[src/rtl/cache_req_arbiter_upstream.sv]
// Round-robin arbiter that shares one upstream cache FSM among NREQ requesters.
// Latency: grant is combinational in IDLE; the cache sees the request the next cycle; the response is held until accepted.
// Backpressure: one transaction in flight; resp_valid holds until resp_ready, and no new grant is made until then.
module cache_req_arbiter_upstream #(
  parameter int NREQ    = 4,
  parameter int TIMEOUT = 255
) (
  input  logic                    clk,
  input  logic                    rst,
  input  logic [NREQ-1:0]         req_valid,
  output logic [NREQ-1:0]         req_ready,
  input  logic [NREQ*32-1:0]      req_addr,
  input  logic [NREQ*32-1:0]      req_data,
  input  logic [NREQ-1:0]         req_rw,
  output logic [NREQ-1:0]         resp_valid,
  input  logic [NREQ-1:0]         resp_ready,
  output logic [31:0]             resp_data,
  output logic [31:0]             cpu_req_addr,
  output logic [31:0]             cpu_req_data,
  output logic                    cpu_req_rw,
  output logic                    cpu_req_valid,
  input  logic [31:0]             cpu_res_data,
  input  logic                    cpu_res_ready,
  output logic [$clog2(NREQ)-1:0] grant_id,
  output logic                    err_timeout
);

  localparam int PW = $clog2(NREQ);
  localparam int CW = $clog2(TIMEOUT + 1);

  localparam logic [1:0] S_IDLE = 2'd0;
  localparam logic [1:0] S_WAIT = 2'd1;
  localparam logic [1:0] S_RESP = 2'd2;

  logic [1:0]    state;
  logic [PW-1:0] rr_ptr;
  logic [PW-1:0] win;
  logic [PW-1:0] idx;
  logic          found;
  logic          grant;
  logic [31:0]   sel_addr;
  logic [31:0]   sel_data;
  logic          sel_rw;
  logic [31:0]   hold_addr;
  logic [31:0]   hold_data;
  logic          hold_rw;
  logic [31:0]   resp_reg;
  logic [CW-1:0] wait_cnt;

  // Round-robin search: first valid requester at or after rr_ptr, wrapping at NREQ-1.
  always_comb begin
    found = 1'b0;
    win   = '0;
    idx   = '0;
    for (int k = 0; k < NREQ; k++) begin
      idx = PW'((int'(rr_ptr) + k) % NREQ);
      if (!found && req_valid[idx]) begin
        found = 1'b1;
        win   = idx;
      end
    end
  end

  // Select the winning requester's address, data and direction for latching.
  always_comb begin
    sel_addr = '0;
    sel_data = '0;
    sel_rw   = 1'b0;
    for (int k = 0; k < NREQ; k++) begin
      if (win == PW'(k)) begin
        sel_addr = req_addr[32*k +: 32];
        sel_data = req_data[32*k +: 32];
        sel_rw   = req_rw[k];
      end
    end
  end

  // The grant pulse is gated by rst so no requester sees an accept while reset is held.
  assign grant         = (state == S_IDLE) && found && !rst;
  assign req_ready     = grant ? (NREQ'(1) << win) : '0;
  assign resp_valid    = (state == S_RESP) ? (NREQ'(1) << grant_id) : '0;
  assign cpu_req_valid = (state == S_WAIT);
  assign cpu_req_addr  = hold_addr;
  assign cpu_req_data  = hold_data;
  assign cpu_req_rw    = hold_rw;
  assign resp_data     = resp_reg;

  // Transaction FSM: grant in IDLE, hold the request in WAIT, present the response in RESP.
  always_ff @(posedge clk or posedge rst) begin
    if (rst) begin
      state       <= S_IDLE;
      rr_ptr      <= '0;
      grant_id    <= '0;
      hold_addr   <= '0;
      hold_data   <= '0;
      hold_rw     <= 1'b0;
      resp_reg    <= '0;
      wait_cnt    <= '0;
      err_timeout <= 1'b0;
    end else begin
      case (state)
        S_IDLE: begin
          if (found) begin
            hold_addr <= sel_addr;
            hold_data <= sel_data;
            hold_rw   <= sel_rw;
            grant_id  <= win;
            rr_ptr    <= (win == PW'(NREQ - 1)) ? '0 : win + PW'(1);
            wait_cnt  <= '0;
            state     <= S_WAIT;
          end
        end
        S_WAIT: begin
          // Counter saturates; the flag is sticky and the transaction keeps waiting.
          if (wait_cnt != CW'(TIMEOUT)) begin
            wait_cnt <= wait_cnt + CW'(1);
          end
          if (wait_cnt == CW'(TIMEOUT - 1)) begin
            err_timeout <= 1'b1;
          end
          if (cpu_res_ready) begin
            resp_reg <= cpu_res_data;
            state    <= S_RESP;
          end
        end
        S_RESP: begin
          if (resp_ready[grant_id]) begin
            state <= S_IDLE;
          end
        end
        default: state <= S_IDLE;
      endcase
    end
  end

endmodule

[config.mk]
export PLATFORM = sky130hd
export DESIGN_NAME = cache_req_arbiter_upstream
export DESIGN_NICKNAME = d
export VERILOG_FILES = /design/src/rtl/cache_req_arbiter_upstream.sv
export SDC_FILE = /design/constraint.sdc
export NUM_CORES = 1
export LEC_CHECK = 0
export BUFFER_PORTS_ARGS = -buffer_cell sky130_fd_sc_hd__buf_2
export CAP_MARGIN = 0
export CORE_AREA = 2 2 158 160
export DETAILED_ROUTE_END_ITERATION = 6
export DIE_AREA = 0 0 160 162
export SKIP_CTS_REPAIR_TIMING = 1
export SYNTH_ARGS = -nofsm -noshare
export SYNTH_HDL_FRONTEND = slang
export SYNTH_SLANG_ARGS = --single-unit
[constraint.sdc]
create_clock -name clk -period 3 [get_ports clk]
set_input_delay 0.15 -clock clk [delete_from_list [all_inputs] [get_ports clk]]
set_output_delay 0.15 -clock clk [all_outputs]
set_load 0.03 [all_outputs]
Word level (Yosys, flattened, before mapping)

Index checks and enable logic that the tools add are counted.

Input port bits: 303
Flip-flop bits (word level): 112
Output and inout bits: 109

Multiplexer cells: 40
Reductions and logical operators: 17
Equal/unequal tests: 11
Order comparisons: 5
$add $sub $neg: 5
Shift-type cells: 2

Operators with widths:

| cell                                                                          | count |
|---|---|
| 32-bit two-way mux                                                            | 8 |
| 2-bit two-way mux                                                             | 8 |
| 8-bit two-way mux                                                             | 2 |
| 8-bit case mux with 2 select lines                                            | 1 |
| 2-bit by 3-bit less-than comparator with 1-bit output (second input constant) | 5 |
| 1-bit two-way mux                                                             | 13 |
| 1-bit binary-select mux with 2-bit select                                     | 5 |
| 8-bit by 1-bit adder with 8-bit output (second input constant)                | 1 |
| 8-bit == test (second input constant)                                         | 1 |
| 4-bit two-way mux                                                             | 2 |
| 8-bit != test (second input constant)                                         | 1 |
| 1-bit by 2-bit left shift with 4-bit output (first input constant)            | 2 |
| 2-bit == test (second input constant)                                         | 3 |
| 2-bit by 1-bit != test with 1-bit output (second input constant)              | 3 |
| 2-bit case mux with 3 select lines                                            | 1 |
| 2-bit AND reduction                                                           | 3 |
| 3-bit AND reduction                                                           | 2 |
| 1-bit logical AND                                                             | 5 |
| 2-bit by 1-bit adder with 2-bit output (second input constant)                | 2 |
| 2-bit adder (second input constant)                                           | 2 |
| 2-bit by 1-bit == test with 1-bit output (second input constant)              | 2 |
| 1-bit zero test                                                               | 4 |
| 2-bit zero test                                                               | 2 |
| 2-bit != test (second input constant)                                         | 1 |
| 2-bit nonzero test                                                            | 1 |

Depth between registers and ports, before layout

Word-level depth: 17
Mapped depth: 12
Depth with buffers taken out: 9

Worst setup path after synthesis

Ideal clock, no wire load.

Path type: input -> output
Start point: in rst
End point: out req_ready[0]
Path slack: -282 ps
Arrival time: 3132 ps
Required time: 2850 ps
Stages: 2
Cells stage by stage: inv_1 > and3_1

Longest elaborated chain between the ends: 3

Ends and longest elaborated chain:

| element                   | line | text |
|---|---|---|
| start: declaration        | 9    | `input logic rst,` |
| 1-bit zero test (no line) | --   |  |
| 1-bit logical AND         | 79   | `assign grant = (state == S_IDLE) && found && !rst;` |
| 4-bit two-way mux         | 80   | `assign req_ready = grant ? (NREQ'(1) << win) : '0;` |
| end: declaration          | 11   | `output logic [NREQ-1:0] req_ready,` |

Every way passes these cells.

Final worst setup path

Start point: reg rr_ptr[1]
End point: out req_ready[2]

Elaborated cells on any way between the ends: 29
Those cells by class: 3 x add/sub; 1 x shift; 17 x mux; 8 x reduce/logical

RTL lines:

| element                                                                                         | line | text |
|---|---|---|
| start: declaration                                                                              | 36   | `logic [PW-1:0] rr_ptr;` |
| start signal: assignment                                                                        | 108  | `rr_ptr <= (win == PW'(NREQ - 1)) ? '0 : win + PW'(1);` |
| parallel branches: the longest is 11 deep, another holds 2-bit by 1-bit adder with 2-bit output | --   |  |
| 2-bit two-way mux (*)                                                                           | 57   | `if (!found && req_valid[idx]) begin` |
| net win[1]                                                                                      | 37   | `logic [PW-1:0] win;` |
| 1-bit by 2-bit left shift with 4-bit output (*)                                                 | 80   |  |
| 4-bit two-way mux (*)                                                                           | 80   |  |

Mark *: on every way through the listed nets, which the timed path passes. The select of a mux whose other input is x is not followed.

==> key figures <==
Detailed routing
  – Final ANT Viol Nets: 0
  – Vias: around 7,400
  – Vias per cell: slightly below 5
  – WL final: 24.61 mm
  – WL per Instance: approximately 16 um
  – Drt first pass iters: 5
  – DR iter-0 viols: 340
  – Residual DRC: 0

Layout
  – P&R area growth vs syn: 42.08%
  – NumNets Final: roughly 1,500
  – Cell Count, Final, Fillers Out: ~1,500
  – FILL cells: 2,591
  – Share of layout cells above drive strength 1: 0.4120
  – ANT cells: 0
  – Post-layout util: 0.3866

Critical path
  – Crit path buffers/inverters: 3
  – CP Launch Type: flip-flop
  – WS Path Type: flip-flop to output pin
  – CP Max Fanout: 75
  – Crit path required time: about 2900 ps
  – Setup crit end kind: output pin
  – Max incr delay on CP: ~440 ps
  – Crit path max-delay cell type: dfrtp_1
  – Crit-path cells: a21oi_1 -> o21a_1 -> o22ai_1 -> inv_1 -> ha_4 -> buf_12 -> and3_1 -> buf_2
  – Crit path max-delay family: compound AO/OA/AOI/OAI gates
  – CP Data Arrival Time: between 2000 and 2500 ps

Floorplan
  – Core area: about 24,000 um2
  – Die footprint: between 20,000 and 30,000 um2
  – Starting Density: 0.2721
  – Die height: 162 um
  – Die W: roughly 160 um
  – Io pins: slightly above 400
  – Row cnt: 57

Pwr
  – Power per cell area: between 1000 and 1500 nW/um2
  – Sw Ratio: 0.5012
  – Leakage power: approximately 4.6 nW
  – Gate power share: 0.601
  – Net Sw Power: approximately 5.1 mW
  – Total power: 10.22 mW
  – Seq pwr share: 0.264
  – VDD IR-drop max: 0.0003968 V
  – Clk pwr share: 0.135
  – Int Pwr: 5.097 mW

Global routing
  – Initial antenna violation count: 0
  – Vias in the first global route: ~7,200
  – Largest net degree at the start of global routing: 93
  – Global-route wire length before repair: approximately 38 mm
  – Total Routing Usage GR: 0.1844
  – Global route overflow: 0

Placement
  – Gpl congestion: around 0.88
  – Detail Placement HPWL: 18.35 mm
  – I/O Buffers: about 400
  – Cell count after placement: between 1,000 and 1,500

Synth
  – Mapped Nets: about 1,100
  – Most common cell in the netlist: a21oi_1
  – Mean Syn Cell Area: ~8.1 um2
  – Synthesis-stage register bit count: roughly 110
  – Post-Syn Area: 6560 um2
  – Yosys top cell area share: 0.4272
  – Cell variety after synth: 43
  – Leading area contributor after synthesis: dfrtp_1
  – Synth area leaders: dfrtp_1, a21oi_1, a221oi_1, nor2_1, mux2_2
  – EDFF count, synth: 0
  – Ys Warns: 0
  – Mapped Cells: slightly above 800
  – Sequential-to-total area share from yosys stat: 0.4272
  – Ys async rst share: 1.000
  – Synth top cells by count: a21oi_1, nor2_1, dfrtp_1
  – Post-synth top flop: dfrtp_1

Timing
  – Min cycle time layout: around 2600 ps
  – Relative slew slack: 0.2219
  – Max Fclk: 379.6 MHz
  – Worst Skew: ~9.6 ps
  – Final Max Slew Viols: 0
  – RSZ-0062 raised after global routing: no
  – Setup_tns: 0 ps
  – Slew @ Worst Pin: ~1200 ps
  – Final period util: 0.8782
  – Final setup viols: 0
  – Hold Vio Cnt, Final: 0

Clocking
  – TritonCTS clock tree: built
  – CTS Sinks: approximately 110
  – # H-tree levels: 3
  – CTS Root Cell: clkbuf_16
  – Max clock buf depth: 2
  – Total CTS buffers: 9
  – Reg clk slew, reported paths: roughly 80 ps
  – Clk_lat worst skew: around 360 ps

Job
  – Max-cap violations: 0

Worst hold path
  – Worst hold path class: input pin to flip-flop

Outcome
  – Status: finished clean
==> metal layers <==
metal  GRT usage  part of all wire
met1      0.2372              0.42
met3     0.03652             0.067
met2      0.3125              0.49
met5           0                 0
met4     0.06020             0.023
==> cells in the final DEF, fill, tap and decap left out, types with 2 or more instances in the layout <==
cell type	Yosys	final
bufinv_16	0	2
buf_12	0	9
nand3_1	5	5
nor2b_1	2	2
inv_1	72	71
nor2_1	131	131
buf_4	6	11
dlygate4sd3_1	0	2
ha_4	0	3
nand2_1	73	73
clkbuf_16	0	9
ha_1	6	2
and3_1	4	4
o211ai_1	3	3
nor3b_1	2	2
mux2_2	32	32
clkinv_4	0	2
nor3_1	2	2
buf_2	17	411
dfrtp_1	112	112
o21ai_0	67	67
a211o_1	3	3
a21oi_1	135	135
o31ai_1	5	5
a221oi_1	65	65
==> path summary, 6_finish.rpt <==
path                                  start          endpoint  slack, ps  cells past startpoint
min reg2reg                cpu_req_addr[20]  cpu_req_addr[20]        490                      2
max reg2reg                       rr_ptr[1]        cpu_req_rw        450                      9
min in group asynchronous               rst  cpu_req_data[20]        310                      3
max                               rr_ptr[1]      req_ready[2]        370                      8
min                        cpu_res_data[18]     resp_data[18]         20                      2
max in group asynchronous               rst  cpu_req_data[10]       1900                      4
==> cell families after synthesis <==
group,count (synthesis),synth area share
xor gates and xnor gates,1,0.001335
muxes,34,0.05989
AOI/OAI and AO/OA,284,0.2611
adders and majority gates,6,0.01144
and+or+nand+nor,229,0.1415
DFF,112,0.4272
buffers and inverters,143,0.09746
==> power groups by stage <==
stage	logic (mW)	clock network [mW]	registers (mW)
floorplan	2.98	0	4.05
global placement	6.14	0	2.70
detailed placement	6.20	0	2.72
CTS	6.20	1.45	2.70
global route	6.73	1.50	2.80
finish	6.14	1.38	2.69
==> state kept, by name (all words and copies together) (netlist names) <==
name / cells
state: 2
cpu_req_addr: 32
cpu_req_data: 32
rr_ptr: 2
cpu_req_rw: 1
wait_cnt: 8
err_timeout: 1
resp_data: 32
grant_id: 2
==> area by class of cell <==
class,count,area (um2),area share
inverters,72,274.0,0.02940
flip-flops and latches,112,2803,0.3007
clock inverters,7,113.9,0.01222
multi-input cells,554,3159,0.3390
well taps,324,405.4,0.04350
repair buffers,433,2340,0.2510
clock buffers,9,225.2,0.02416
==> metrics by stage <==
| step | setup WS (ps) | instance area, um2 | hold WS [ps] |
|---|---|---|---|
| CTS | 332.6 | 9300 | -273.0 |
| finish | 365.5 | 9320 | 18.07 |
| detailed placement | 344.5 | 8961 | 124.0 |
| global route | 153.4 | 9320 | 2.077 |
| global placement | 378.9 | 8961 | 122.0 |
| floorplan | 428.8 | 6564 | 236.3 |
No activity file was read; power rests on OpenSTA's default activity.
